==> src/rtl/bcd_segment_scanner_pkg.sv <==
// Shared types and segment patterns for the
// multiplexed 7-segment scanner.
package seg_pkg;

  typedef logic [3:0] digit_t;

  localparam logic [6:0] SEG_BLANK = 7'h7F;
  localparam logic [6:0] SEG_DASH  = 7'h3F;

  // active-low {g,f,e,d,c,b,a} for decimal 0..9
  localparam logic [6:0] DIGIT_SEG [0:9] = '{
    7'h40, 7'h79, 7'h24, 7'h30, 7'h19,
    7'h12, 7'h02, 7'h78, 7'h00, 7'h10
  };

endpackage

==> src/rtl/bcd_segment_scanner_if.sv <==
// Display-side bundle: load request, digit data,
// and the multiplexed pin/status outputs.
interface bcd_segment_scanner_if #(
  parameter int NUM_DIGITS = 4
);

  logic                      load;
  logic [4*NUM_DIGITS-1:0]   digits_in;
  logic [NUM_DIGITS-1:0]     blank_in;
  logic [6:0]                seg;
  logic [NUM_DIGITS-1:0]     an;
  logic                      applied;
  logic                      frame_done;

  modport master (
    output load, digits_in, blank_in,
    input  seg, an, applied, frame_done
  );

  modport slave (
    input  load, digits_in, blank_in,
    output seg, an, applied, frame_done
  );

endinterface

==> src/rtl/bcd_segment_scanner_decode.sv <==
// Binary digit code to active-low 7-segment pattern.
// Codes above 9 show a dash as an error marker.
module seg7_decode
  import seg_pkg::*;
(
  input  digit_t     code,
  output logic [6:0] seg
);

  // pure lookup, dash for anything non-decimal
  always_comb begin
    seg = SEG_DASH;
    case (code)
      4'd0: seg = DIGIT_SEG[0];
      4'd1: seg = DIGIT_SEG[1];
      4'd2: seg = DIGIT_SEG[2];
      4'd3: seg = DIGIT_SEG[3];
      4'd4: seg = DIGIT_SEG[4];
      4'd5: seg = DIGIT_SEG[5];
      4'd6: seg = DIGIT_SEG[6];
      4'd7: seg = DIGIT_SEG[7];
      4'd8: seg = DIGIT_SEG[8];
      4'd9: seg = DIGIT_SEG[9];
      default: seg = SEG_DASH;
    endcase
  end

endmodule

==> src/rtl/bcd_segment_scanner.sv <==
// Time-multiplexed common-anode display driver with
// a shadow copy that only changes on frame boundaries.
module bcd_segment_scanner
  import seg_pkg::*;
#(
  parameter int NUM_DIGITS  = 4,
  parameter int REFRESH_DIV = 50000
)(
  input  logic CLK,
  input  logic rst_n,
  bcd_segment_scanner_if.slave bus
);

  localparam int PW = $clog2(REFRESH_DIV);
  localparam int IW = $clog2(NUM_DIGITS);
  localparam int DW = 4 * NUM_DIGITS;

  localparam logic [PW-1:0] P_LAST =
    PW'(REFRESH_DIV - 1);
  localparam logic [IW-1:0] I_LAST =
    IW'(NUM_DIGITS - 1);

  logic [PW-1:0]         presc;
  logic [IW-1:0]         idx;
  logic                  tc;
  logic                  fb;

  logic                  pending;
  logic [DW-1:0]         pend_dig;
  logic [NUM_DIGITS-1:0] pend_blank;
  logic [DW-1:0]         shad_dig;
  logic [NUM_DIGITS-1:0] shad_blank;

  digit_t                cur_code;
  logic                  cur_blank;
  logic [6:0]            cur_seg;

  logic [6:0]            seg_q;
  logic [NUM_DIGITS-1:0] an_q;
  logic                  applied_q;
  logic                  fd_q;

  assign tc = (presc == P_LAST);
  assign fb = tc && (idx == I_LAST);

  assign cur_code  = shad_dig[{idx, 2'b00} +: 4];
  assign cur_blank = shad_blank[idx];

  seg7_decode u_dec (
    .code (cur_code),
    .seg  (cur_seg)
  );

  // refresh prescaler and scanned digit index
  always_ff @(posedge CLK) begin
    if (!rst_n) begin
      presc <= '0;
      idx   <= '0;
    end else if (tc) begin
      presc <= '0;
      idx   <= (idx == I_LAST) ? '0 : idx + 1'b1;
    end else begin
      presc <= presc + 1'b1;
    end
  end

  // pending buffer: last load before a boundary wins
  always_ff @(posedge CLK) begin
    if (!rst_n) begin
      pending    <= 1'b0;
      pend_dig   <= '0;
      pend_blank <= '1;
    end else if (fb) begin
      pending <= 1'b0;
    end else if (bus.load) begin
      pending    <= 1'b1;
      pend_dig   <= bus.digits_in;
      pend_blank <= bus.blank_in;
    end
  end

  // shadow copy changes only at the frame boundary
  always_ff @(posedge CLK) begin
    if (!rst_n) begin
      shad_dig   <= '0;
      shad_blank <= '1;
      applied_q  <= 1'b0;
      fd_q       <= 1'b0;
    end else begin
      fd_q      <= fb;
      applied_q <= fb && (bus.load || pending);
      if (fb && bus.load) begin
        shad_dig   <= bus.digits_in;
        shad_blank <= bus.blank_in;
      end else if (fb && pending) begin
        shad_dig   <= pend_dig;
        shad_blank <= pend_blank;
      end
    end
  end

  // registered pin drive from the current slot
  always_ff @(posedge CLK) begin
    if (!rst_n) begin
      seg_q <= SEG_BLANK;
      an_q  <= '1;
    end else if (cur_blank) begin
      seg_q <= SEG_BLANK;
      an_q  <= '1;
    end else begin
      seg_q <= cur_seg;
      an_q  <= ~(NUM_DIGITS'(1) << idx);
    end
  end

  assign bus.seg        = seg_q;
  assign bus.an         = an_q;
  assign bus.applied    = applied_q;
  assign bus.frame_done = fd_q;

endmodule

==> src/flat_wrapper.sv <==
// flat-port wrapper written by rule: the top's interface ports become plain ports
module bcd_segment_scanner_flat import seg_pkg::*;
#(
  parameter int NUM_DIGITS  = 4,
  parameter int REFRESH_DIV = 50000
)
  (CLK, rst_n, bus_load, bus_digits_in, bus_blank_in, bus_seg, bus_an, bus_applied, bus_frame_done);
  bcd_segment_scanner_if #(.NUM_DIGITS(NUM_DIGITS)) bus_i ();
  input  logic CLK;
  input  logic rst_n;
  input wire logic [$bits(bus_i.load)-1:0] bus_load;
  input wire logic [$bits(bus_i.digits_in)-1:0] bus_digits_in;
  input wire logic [$bits(bus_i.blank_in)-1:0] bus_blank_in;
  output wire logic [$bits(bus_i.seg)-1:0] bus_seg;
  output wire logic [$bits(bus_i.an)-1:0] bus_an;
  output wire logic [$bits(bus_i.applied)-1:0] bus_applied;
  output wire logic [$bits(bus_i.frame_done)-1:0] bus_frame_done;
  assign bus_i.load = bus_load;
  assign bus_i.digits_in = bus_digits_in;
  assign bus_i.blank_in = bus_blank_in;
  assign bus_seg = bus_i.seg;
  assign bus_an = bus_i.an;
  assign bus_applied = bus_i.applied;
  assign bus_frame_done = bus_i.frame_done;
  bcd_segment_scanner #(.NUM_DIGITS(NUM_DIGITS), .REFRESH_DIV(REFRESH_DIV)) u_core (.CLK(CLK), .rst_n(rst_n), .bus(bus_i));
endmodule
==> config.mk <==
export PLATFORM = sky130hd
export DESIGN_NAME = bcd_segment_scanner_flat
export DESIGN_NICKNAME = d
export VERILOG_FILES = /design/src/rtl/bcd_segment_scanner_pkg.sv /design/src/rtl/bcd_segment_scanner_if.sv /design/src/rtl/bcd_segment_scanner_decode.sv /design/src/rtl/bcd_segment_scanner.sv /design/src/flat_wrapper.sv
export SDC_FILE = /design/constraint.sdc
export NUM_CORES = 1
export LEC_CHECK = 0
export ABC_AREA = 1
export BUFFER_PORTS_ARGS = -buffer_cell sky130_fd_sc_hd__buf_2
export CAP_MARGIN = 20
export CORE_UTILIZATION = 45
export CTS_CLUSTER_SIZE = 20
export DETAILED_ROUTE_END_ITERATION = 12
export HOLD_SLACK_MARGIN = 0.15
export PLACE_DENSITY_LB_ADDON = 0.15
export SYNTH_ARGS = -nofsm -noshare
export SYNTH_HDL_FRONTEND = slang
export SYNTH_SLANG_ARGS = --single-unit
==> constraint.sdc <==
create_clock -name CLK -period 2.15 [get_ports CLK]
set_clock_uncertainty 0.2 [all_clocks]
set_input_delay 0 -clock CLK [delete_from_list [all_inputs] [get_ports CLK]]
set_output_delay 0 -clock CLK [all_outputs]
set_load 0.01 [all_outputs]
==> metrics.log <==
INFO  metric wire_per_inst = about 11 um
INFO  metric dr_total_vias = slightly above 3,000
INFO  metric switching_fraction_of_total_power = a little over a fifth
INFO  metric synth-main-ff-cell = sky130_fd_sc_hd__dfxtp_1
INFO  metric worst_hold_path_type = in2reg
INFO  metric utilization = 57.3%
INFO  metric asyncSetResetFlopFracSynth = 0%
INFO  metric r2r_setup_slack = between 0.15 and 0.2 ns
INFO  metric die-width = between 80 and 90 um
INFO  metric rsz0062_at_grt = no
INFO  metric maximum_buffer_depth_of_the_clock_tree = 2
INFO  metric grtUsageTotal = 19.6%
INFO  metric max-slew-margin-rel = approximately 60%
INFO  metric layout_min_cycle_time = between 1.5 and 2 ns
INFO  metric timing.critical_path.arrival = 2.02 ns
INFO  metric setup_total_neg_slack = 0 ns
INFO  metric cts_htree_levels = 3
INFO  metric power.combinational.fraction = between 6 and 7%
INFO  metric numPortBuffers = 35
INFO  metric synth_area_per_cell = around 7 um2
INFO  metric grt_pass1_vias = 2,633
INFO  metric required = 2.20 ns
INFO  metric dp.final_hpwl = around 4800 um
INFO  metric n_antenna_cell = 0
INFO  metric cts.reportedPaths.clkPinSlew = about 0.080 ns
INFO  metric global_route_wire_length_before_repair = roughly 12,000 um
INFO  metric synth_cell_types = 32
INFO  metric grt_start_max_net_pins = 39
INFO  metric sequential_power_share = roughly 48%
INFO  metric nNetsFinal = 575
INFO  metric place_congestion = roughly 0.85
INFO  metric starting_density = roughly 46%
INFO  metric globalRoute.busiestLayer = met2
INFO  metric critical_path.endpoint_type = register
INFO  metric number_of_antenna_violations_at_the_first_check_in_global_routing = 0
INFO  metric grtUsageMet3 = under 10%
INFO  metric flop_and_latch_count_out_of_synthesis = between 70 and 80
INFO  metric fraction_of_final_layout_cells_with_drive_strength_greater_than_1 = around 18%
INFO  metric power_density = 689 nW/um2
INFO  metric groute.layer.met1.usage = between 20 and 30%
INFO  metric rows = 31
INFO  metric num-fill-cells = 711
INFO  metric maximum_fanout_along_the_worst_path = 9
INFO  metric cts-root-buf = sky130_fd_sc_hd__clkbuf_8
INFO  metric core_region_area = approximately 7300 um2
INFO  metric drc_errors = 0
INFO  metric drt-pass1-iter-count = 4
INFO  metric cts.sinks = 72
INFO  metric syn_to_final_growth = 23.4%
INFO  metric max_freq = 509 MHz
INFO  metric cts_inserted_buffers = 9
INFO  metric post_drt_via_cell_ratio = about 4.7
INFO  metric routed_wl = 7030 um
INFO  metric post_route_fraction_of_the_period_consumed_by_the_critical_path = approximately nine tenths
INFO  metric dieHeight = 88.5 um
INFO  metric first_iter_violations = 118
INFO  metric worst-slew-pin-transition = 0.593 ns
INFO  metric postRouteAntennaNets = 0
INFO  metric synth-warning-count = 0
INFO  metric worstSkewPairLatency = between 0.3 and 0.4 ns
INFO  metric final_max_slew_viol_count = 0
INFO  metric synth-edff-count = 0
INFO  metric p_int = about 0.0023 W
INFO  metric synth_fp_nets = 510
INFO  metric setup_viol = 0
INFO  metric synth_sequential_area_ratio = between 40% and 50%
INFO  metric grt-ovfl-total = 0
INFO  metric power_frac_clock = between 40% and 50%
INFO  metric finalHoldViolCount = 0
INFO  metric setup_ws = about 0.18 ns
INFO  metric power.leakage = 1.97 nW
INFO  metric most_frequent_standard_cell_in_the_layout_excluding_fill_and_tap_cells = sky130_fd_sc_hd__nand2_1
INFO  metric commonest_non_fill_non_tap_cells_in_the_layout = sky130_fd_sc_hd__nand2_1, sky130_fd_sc_hd__dfxtp_1, sky130_fd_sc_hd__inv_1, sky130_fd_sc_hd__buf_2, sky130_fd_sc_hd__a21oi_1
INFO  metric synth_cells = 477
INFO  metric maxCapViolCount = 0
INFO  metric outcome = completed
INFO  metric ios = 36
INFO  metric netSwitchingPower = roughly 0.0006 W
INFO  metric irDropWorstVdd = ~0.35 mV
INFO  metric critical_path_class = reg2reg
INFO  metric syn_area = around 3400 um2
INFO  metric tritoncts_clock_tree = built
INFO  metric dpl_worst_slack = 0.160 ns
INFO  metric die_area = between 7000 and 8000 um2
INFO  metric grt.met2_usage = roughly 32%
INFO  metric start_kind = register
## repair_timing
action	4_1_cts	5_1_grt
endpoints found under the setup margin	0	4
resized for setup	0	2
setup buffers	0	1
hold buffers	22	0
endpoints found under the hold margin	47	0
## layer usage
layer / vias up / wire (um)
li1: 1624 / -
met1: 1357 / 3520
met2: 58 / 3090
met3: 16 / 225
met4: 0 / 187
met5: - / 0
## final cells by class
cell class | instances | area [um2] | area share, %
inverter | 59 | 223 | 5.36
clock inverter | 5 | 104 | 2.50
multi-input combinational | 330 | 1630 | 39.2
sequential | 72 | 1440 | 34.7
timing repair buffer | 70 | 493 | 11.9
clock buffer | 11 | 141 | 3.40
tap | 99 | 124 | 2.98
## final timing paths
kind / cells after the start / startpoint / endpoint
setup reg to reg: 9 / u_core.presc[0] / u_core.shad_dig[5]
hold / removal: 4 / bus_blank_in[2] / u_core.shad_blank[2]
setup / recovery: 9 / u_core.presc[0] / u_core.shad_dig[5]
hold reg to reg: 2 / u_core.pend_dig[5] / u_core.pend_dig[5]
## worst max-delay path: stages, from the launching register on
cell                      delay [ns]
sky130_fd_sc_hd__dfxtp_1        0.36
sky130_fd_sc_hd__ha_1           0.19
sky130_fd_sc_hd__nand3_1        0.12
sky130_fd_sc_hd__nor2_1         0.24
sky130_fd_sc_hd__nand3_4        0.20
sky130_fd_sc_hd__nor2_2         0.20
sky130_fd_sc_hd__buf_4          0.18
sky130_fd_sc_hd__nand2_1        0.07
sky130_fd_sc_hd__nand2_1        0.06
sky130_fd_sc_hd__inv_1          0.03
## registers in the layout (all words and copies together), names as in the netlist
name / count
u_core.bus.frame_done: 1
u_core.idx: 2
u_core.bus.applied: 1
u_core.pend_blank: 4
u_core.shad_dig: 16
u_core.pending: 1
u_core.presc: 16
u_core.bus.an: 4
u_core.pend_dig: 16
u_core.bus.seg: 7
u_core.shad_blank: 4
## metrics by stage
stage / hold slack, ns / instance area [um2] / cells / total power (W)
detailed placement: 0.0657 / 3680 / 607 / 0.00155
global route: 0.263 / 4160 / 646 / 0.00296
CTS: 0.231 / 4150 / 645 / 0.00289
finish: 0.249 / 4160 / 646 / 0.00286
floorplan: -0.0543 / 3370 / 477 / 0.00151
global placement: 0.0566 / 3680 / 607 / 0.00155
## power groups by stage
stage / Sequential, W / Combinational [W] / Clock (W)
after floorplan: 0.00140 / 0.000102 / 0
final: 0.00137 / 0.000175 / 0.00131
after CTS: 0.00137 / 0.000176 / 0.00134
after global placement: 0.00141 / 0.000143 / 0
after global routing: 0.00138 / 0.000200 / 0.00138
after detailed placement: 0.00141 / 0.000145 / 0
## cells by family (layout without fill, tap and decap cells)
group,Yosys count,after routing,share of synthesized area (%)
AO/OA/AOI/OAI,64,64,10.6
XOR/XNOR,4,4,1.04
adder cells (fa/ha/maj),10,10,3.72
buffers and inverters,75,145,8.84
flip-flops,72,72,42.8
AND/OR/NAND/NOR,252,252,33.0
## synthesized netlist by cell type, drive strengths merged, types with 3 or more instances
master,instances,share of area [%]
nand2,163,18
dfxtp,72,43
inv,58,6.5
a21oi,30,4.5
nor2,28,3.6
nand3,23,3.8
or2,23,4.3
o21ai,21,3.1
ha,10,3.7
buf,8,1.4
clkbuf,8,0.89
o211ai,8,1.8
nor3,6,0.89
nor3b,5,1.1
xor2,4,1.0
nand4,3,0.74
(Power assumes the default switching activity.)
